### src/rtl/ad7686_rx.sv
// SPI capture front end for a 16-bit SAR ADC (AD7686 family).
// Periodic convst, then a cs_n/sclk read whose sample is put on an AXI-stream master.
module ad7686_rx #(
    parameter int DW            = 16,
    parameter int IFREQ         = 96,
    parameter int CONV_CYC      = 4,
    parameter int SCLK_HALF     = 2,
    parameter int SAMPLE_PERIOD = 100
) (
    input  logic          m_axis_aclk,
    input  logic          m_axis_areset,
    input  logic          en,
    output logic          m_axis_tvalid,
    input  logic          m_axis_tready,
    output logic [DW-1:0] m_axis_tdata,
    output logic          convst,
    output logic          cs_n,
    output logic          sclk,
    input  logic          sdo,
    output logic          overrun,
    output logic          missed
);

    localparam int CMAX = (CONV_CYC > SCLK_HALF) ? CONV_CYC : SCLK_HALF;
    localparam int PW   = $clog2(SAMPLE_PERIOD + 1);
    localparam int CW   = $clog2(CMAX + 1);
    localparam int BW   = $clog2(DW + 1);

    localparam logic [PW-1:0] P_LAST = PW'(SAMPLE_PERIOD - 1);
    localparam logic [CW-1:0] C_LAST = CW'(CONV_CYC - 1);
    localparam logic [CW-1:0] H_LAST = CW'(SCLK_HALF - 1);
    localparam logic [BW-1:0] B_ALL  = BW'(DW);

    if (SCLK_HALF < 1 || CONV_CYC < 1 || DW < 2 || IFREQ < 1) begin : g_bad_param
        $error("ad7686_rx: bad parameters");
    end

    typedef enum logic [1:0] {IDLE, CONV, SHIFT, DONE} state_t;

    state_t        state, state_n;
    logic [PW-1:0] pcnt;
    logic [CW-1:0] cnt, cnt_n;
    logic [BW-1:0] bcnt, bcnt_n;
    logic [DW-1:0] sr, sr_n;
    logic          convst_n, cs_n_n, sclk_n;
    logic          trigger, load;

    assign trigger = en && (pcnt == '0);
    assign load    = (state == DONE) && (!m_axis_tvalid || m_axis_tready);

    always_ff @(posedge m_axis_aclk or posedge m_axis_areset) begin
        if (m_axis_areset)      pcnt <= '0;
        else if (!en)           pcnt <= '0;
        else if (pcnt == P_LAST) pcnt <= '0;
        else                    pcnt <= pcnt + 1'b1;
    end

    always_comb begin
        state_n  = state;
        cnt_n    = cnt;
        bcnt_n   = bcnt;
        sr_n     = sr;
        convst_n = convst;
        cs_n_n   = cs_n;
        sclk_n   = sclk;
        unique case (state)
            IDLE: begin
                if (trigger) begin
                    state_n  = CONV;
                    convst_n = 1'b1;
                    cnt_n    = '0;
                end
            end
            CONV: begin
                if (cnt == C_LAST) begin
                    state_n  = SHIFT;
                    convst_n = 1'b0;
                    cs_n_n   = 1'b0;
                    sclk_n   = 1'b0;
                    cnt_n    = '0;
                    bcnt_n   = '0;
                end else begin
                    cnt_n = cnt + 1'b1;
                end
            end
            SHIFT: begin
                if (cnt == H_LAST) begin
                    cnt_n  = '0;
                    sclk_n = !sclk;
                    // capture on the edge that raises sclk; sdo is stable since the last fall
                    if (!sclk) begin
                        sr_n   = {sr[DW-2:0], sdo};
                        bcnt_n = bcnt + 1'b1;
                    end else if (bcnt == B_ALL) begin
                        state_n = DONE;
                        sclk_n  = 1'b0;
                        cs_n_n  = 1'b1;
                    end
                end else begin
                    cnt_n = cnt + 1'b1;
                end
            end
            DONE: begin
                state_n = IDLE;
            end
            default: begin
                state_n = IDLE;
            end
        endcase
    end

    always_ff @(posedge m_axis_aclk or posedge m_axis_areset) begin
        if (m_axis_areset) begin
            state  <= IDLE;
            cnt    <= '0;
            bcnt   <= '0;
            sr     <= '0;
            convst <= 1'b0;
            cs_n   <= 1'b1;
            sclk   <= 1'b0;
        end else begin
            state  <= state_n;
            cnt    <= cnt_n;
            bcnt   <= bcnt_n;
            sr     <= sr_n;
            convst <= convst_n;
            cs_n   <= cs_n_n;
            sclk   <= sclk_n;
        end
    end

    // a pending beat is never overwritten; a sample that finds it stuck is dropped
    always_ff @(posedge m_axis_aclk or posedge m_axis_areset) begin
        if (m_axis_areset) begin
            m_axis_tvalid <= 1'b0;
            m_axis_tdata  <= '0;
            overrun       <= 1'b0;
            missed        <= 1'b0;
        end else begin
            overrun <= (state == DONE) && !load;
            missed  <= trigger && (state != IDLE);
            if (load) begin
                m_axis_tvalid <= 1'b1;
                m_axis_tdata  <= sr;
            end else if (m_axis_tvalid && m_axis_tready) begin
                m_axis_tvalid <= 1'b0;
            end
        end
    end

endmodule

### config.mk
export PLATFORM = sky130hd
export DESIGN_NAME = ad7686_rx
export DESIGN_NICKNAME = d
export VERILOG_FILES = /design/src/rtl/ad7686_rx.sv
export SDC_FILE = /design/constraint.sdc
export NUM_CORES = 1
export LEC_CHECK = 0
export CELL_PAD_IN_SITES_DETAIL_PLACEMENT = 1
export CELL_PAD_IN_SITES_GLOBAL_PLACEMENT = 1
export CORE_MARGIN = 2
export CORE_UTILIZATION = 30
export DETAILED_ROUTE_END_ITERATION = 12
export DONT_BUFFER_PORTS = 1
export GPL_ROUTABILITY_DRIVEN = 0
export PLACE_DENSITY_LB_ADDON = 0.1
export SYNTH_ARGS = -nofsm -noshare
export SYNTH_HDL_FRONTEND = slang
export SYNTH_SLANG_ARGS = --single-unit
### constraint.sdc
create_clock -name m_axis_aclk -period 2.1 [get_ports m_axis_aclk]
set_clock_uncertainty 0.1 [all_clocks]
set_input_delay 0 -clock m_axis_aclk [delete_from_list [all_inputs] [get_ports m_axis_aclk]]
set_output_delay 0 -clock m_axis_aclk [all_outputs]
set_load 0.01 [all_outputs]
==> summary.txt <==
critical path launch point type: flop
Detail Route Antenna Nets: 0
Post-Place Cells: 310
Rel. slew slack: 0.534
Die Height: 95.4 µm
Slew Limit Fails: 0
fin cells: 324
count of different cell masters after synthesis: 35
Final WS setup: 96.6 ps
FMAX: 0.499 GHz
met3 GRT Util: 0.0332
DR vias/cell: 4.77
pin count of the biggest net entering global routing: 33
Tcrit/Tclk final: 0.954
Max FO, Critical Path: 16
CTS max path bufs: 2
Synthesized Nets: 212
Final #Nets: 235
Gate Count Post-Synth: 195
top cells by area, synth: dfrtp_1 (54%), mux2_2 (16%), ha_1 (6.0%), xnor2_1 (2.4%), inv_1 (2.4%)
area grow syn2layout: 15.8%
grt ovf: 0
Inserted Clock Buffers: 5
synth cell count leaders: dfrtp_1 (54), mux2_2 (35), inv_1 (16), nor2_1 (14), ha_1 (12)
unrepaired setup endpoints after global routing: true
global-route wire length before repair: 8380 µm
Synth async-reset ratio: 1.00
I/O Buffers: 0
placed cell area: 2730 µm²
initial antenna violation count: 0
die area: 9100 µm²
H-tree lvl count: 2
yosys synthesis warning count: 0
DR WL/cell: 15.4 µm
leading area contributor after synthesis: dfrtp_1
layout cells sized above 1: 0.324
max cap viols: 0
Post-synth EDFFs: 0
CP arrival: 2100 ps
register bit total from synthesis: 55
Synth top area share: 0.539
# diodes: 0
CTS tree: built
number of global-route vias before repair: 1735
core area: 8130 µm²
grt met1 use: 0.136
M2 GR Usage: 0.217
All-Layer GR Usage: 0.120
Final min period: 2000 ps
DRC marker count from the first detailed-route iteration: 23
CP required: 2200 ps
Pwr Total: 1.78 mW
DP Worst Slack: 54.1 ps
critical path class: flop to flop
Leak: 1.39 nW
dominant synthesized flop cell: dfrtp_1
CP Capture Type: flop
Worst path max stage delay: 400 ps
Worst path slowest cell: dfrtp_1
Final Cell Area: 2900 µm²
most common cell in the synthesized netlist: dfrtp_1
drt pass-1 iters: 4
crit path cell chain: inv_1, ha_1, or3b_4, buf_4, nor2_4, buf_12, mux2_2
clock sink total: 55
sequential area share after synthesis: 0.550
via count: 1544
I/O pins: 27
Cell Pwr Density: 613 nW/µm²
row count: 33
starting density of the core: 0.308
Residual DRC: 0
Clock Latency Late Sink: 310 ps
Max VDD drop: 0.213 mV
total wire length: 4990 µm
clock slew at reported path FFs: 100 ps
status: completed
final setup violation count: 0
Mean Syn Cell Area: 12.8 µm²
Root Driver: clkbuf_8
dpl hpwl: 3750 µm
worst hold slack: 157 ps
worst hold path type: input pin to async pin
busiest grt layer: met2
final hold violations: 0
Slew @ Worst Pin: 698 ps
Die X-Extent: 95.4 µm
Netlist Area Pre-Place: 2500 µm²
-- metal layers --
metal / up-vias / part of all wire
met1: 801 / 0.43
met5: - / 0
met2: 20 / 0.52
met4: 0 / 0.010
met3: 4 / 0.038
li1: 719 / -
-- flip-flops by register name, summed over array words and instances (netlist names) --
| register | count |
|---|---|
| sr | 16 |
| convst | 1 |
| overrun | 1 |
| cnt | 3 |
| m_axis_tdata | 16 |
| bcnt | 5 |
| sclk | 1 |
| cs_n | 1 |
| state | 2 |
| pcnt | 7 |
| missed | 1 |
| m_axis_tvalid | 1 |
-- kinds of logic (layout without fill, tap and decap cells) --
group	count (synthesis)	in the layout	share of synthesized area
simple gates	45	45	0.0949
xor+xnor	7	7	0.0245
flops	55	55	0.550
buf+inv	19	43	0.0310
mux	39	39	0.173
fa+ha+maj	12	12	0.0599
compound gates	18	18	0.0664
-- placed cells by master, fill, tap and decap left out, types with 2 or more instances in the layout --
cell type	instances
a21oi_1	5
buf_4	14
inv_1	15
xnor2_1	7
and2_1	3
ha_1	11
nor3_1	4
dlygate4sd3_1	4
o22ai_1	2
nand2_1	8
clkbuf_8	6
a2111oi_4	2
nand2b_1	3
nand3_1	4
mux2_2	35
nor2_1	14
mux2i_1	3
dfrtp_1	54
-- worst max-delay path: cells and delay by family, from the launching register on --
kind | cells | cell delay [ps]
DFF | 1 | 400
muxes | 1 | 350
buffers and inverters | 3 | 390
and+or+nand+nor | 2 | 490
adders and majority gates | 1 | 160
-- power by group --
part / internal, mW / total (mW) / switching, mW
Combinational: 0.0251 / 0.0614 / 0.0363
Sequential: 1.08 / 1.09 / 0.0147
Clock: 0.270 / 0.627 / 0.357
Total: 1.37 / 1.78 / 0.408
-- layout make-up --
type / instances / area [µm²]
Clock buffer: 6 / 82.6
Clock inverter: 2 / 16.3
Fill cell: 868 / 5230
Inverter: 16 / 60.1
Multi-Input combinational cell: 121 / 1070
Sequential cell: 55 / 1380
Tap cell: 105 / 131
Timing Repair Buffer: 19 / 165
-- stage by stage --
stage | utilization | TNS (ps)
2_1_floorplan | - | 0
3_3_place_gp | 0.335 | 0
3_5_place_dp | 0.335 | 0
4_1_cts | 0.353 | 0
5_1_grt | 0.357 | -9.65
6_report | 0.357 | 0
-- repair_timing --
item	4_1_cts	5_1_grt
hold buffers	4	0
hold endpoints to repair	40	0
buffers inserted	0	2
endpoints found under the setup margin	0	6
gates resized for setup	0	5
-- final timing paths --
path | from | to | slack, ps | cells past startpoint
worst max-delay path | cnt[1] | sr[6] | 100 | 7
worst min-delay path | m_axis_areset | sr[4] | 160 | 2
worst max register to register | cnt[1] | sr[6] | 100 | 7
worst min register to register | pcnt[0] | pcnt[0] | 410 | 1
max in group asynchronous | m_axis_areset | sr[14] | 1080 | 3
min in group m_axis_aclk | sdo | sr[0] | 290 | 2
No activity file was read; power rests on OpenSTA's default activity.
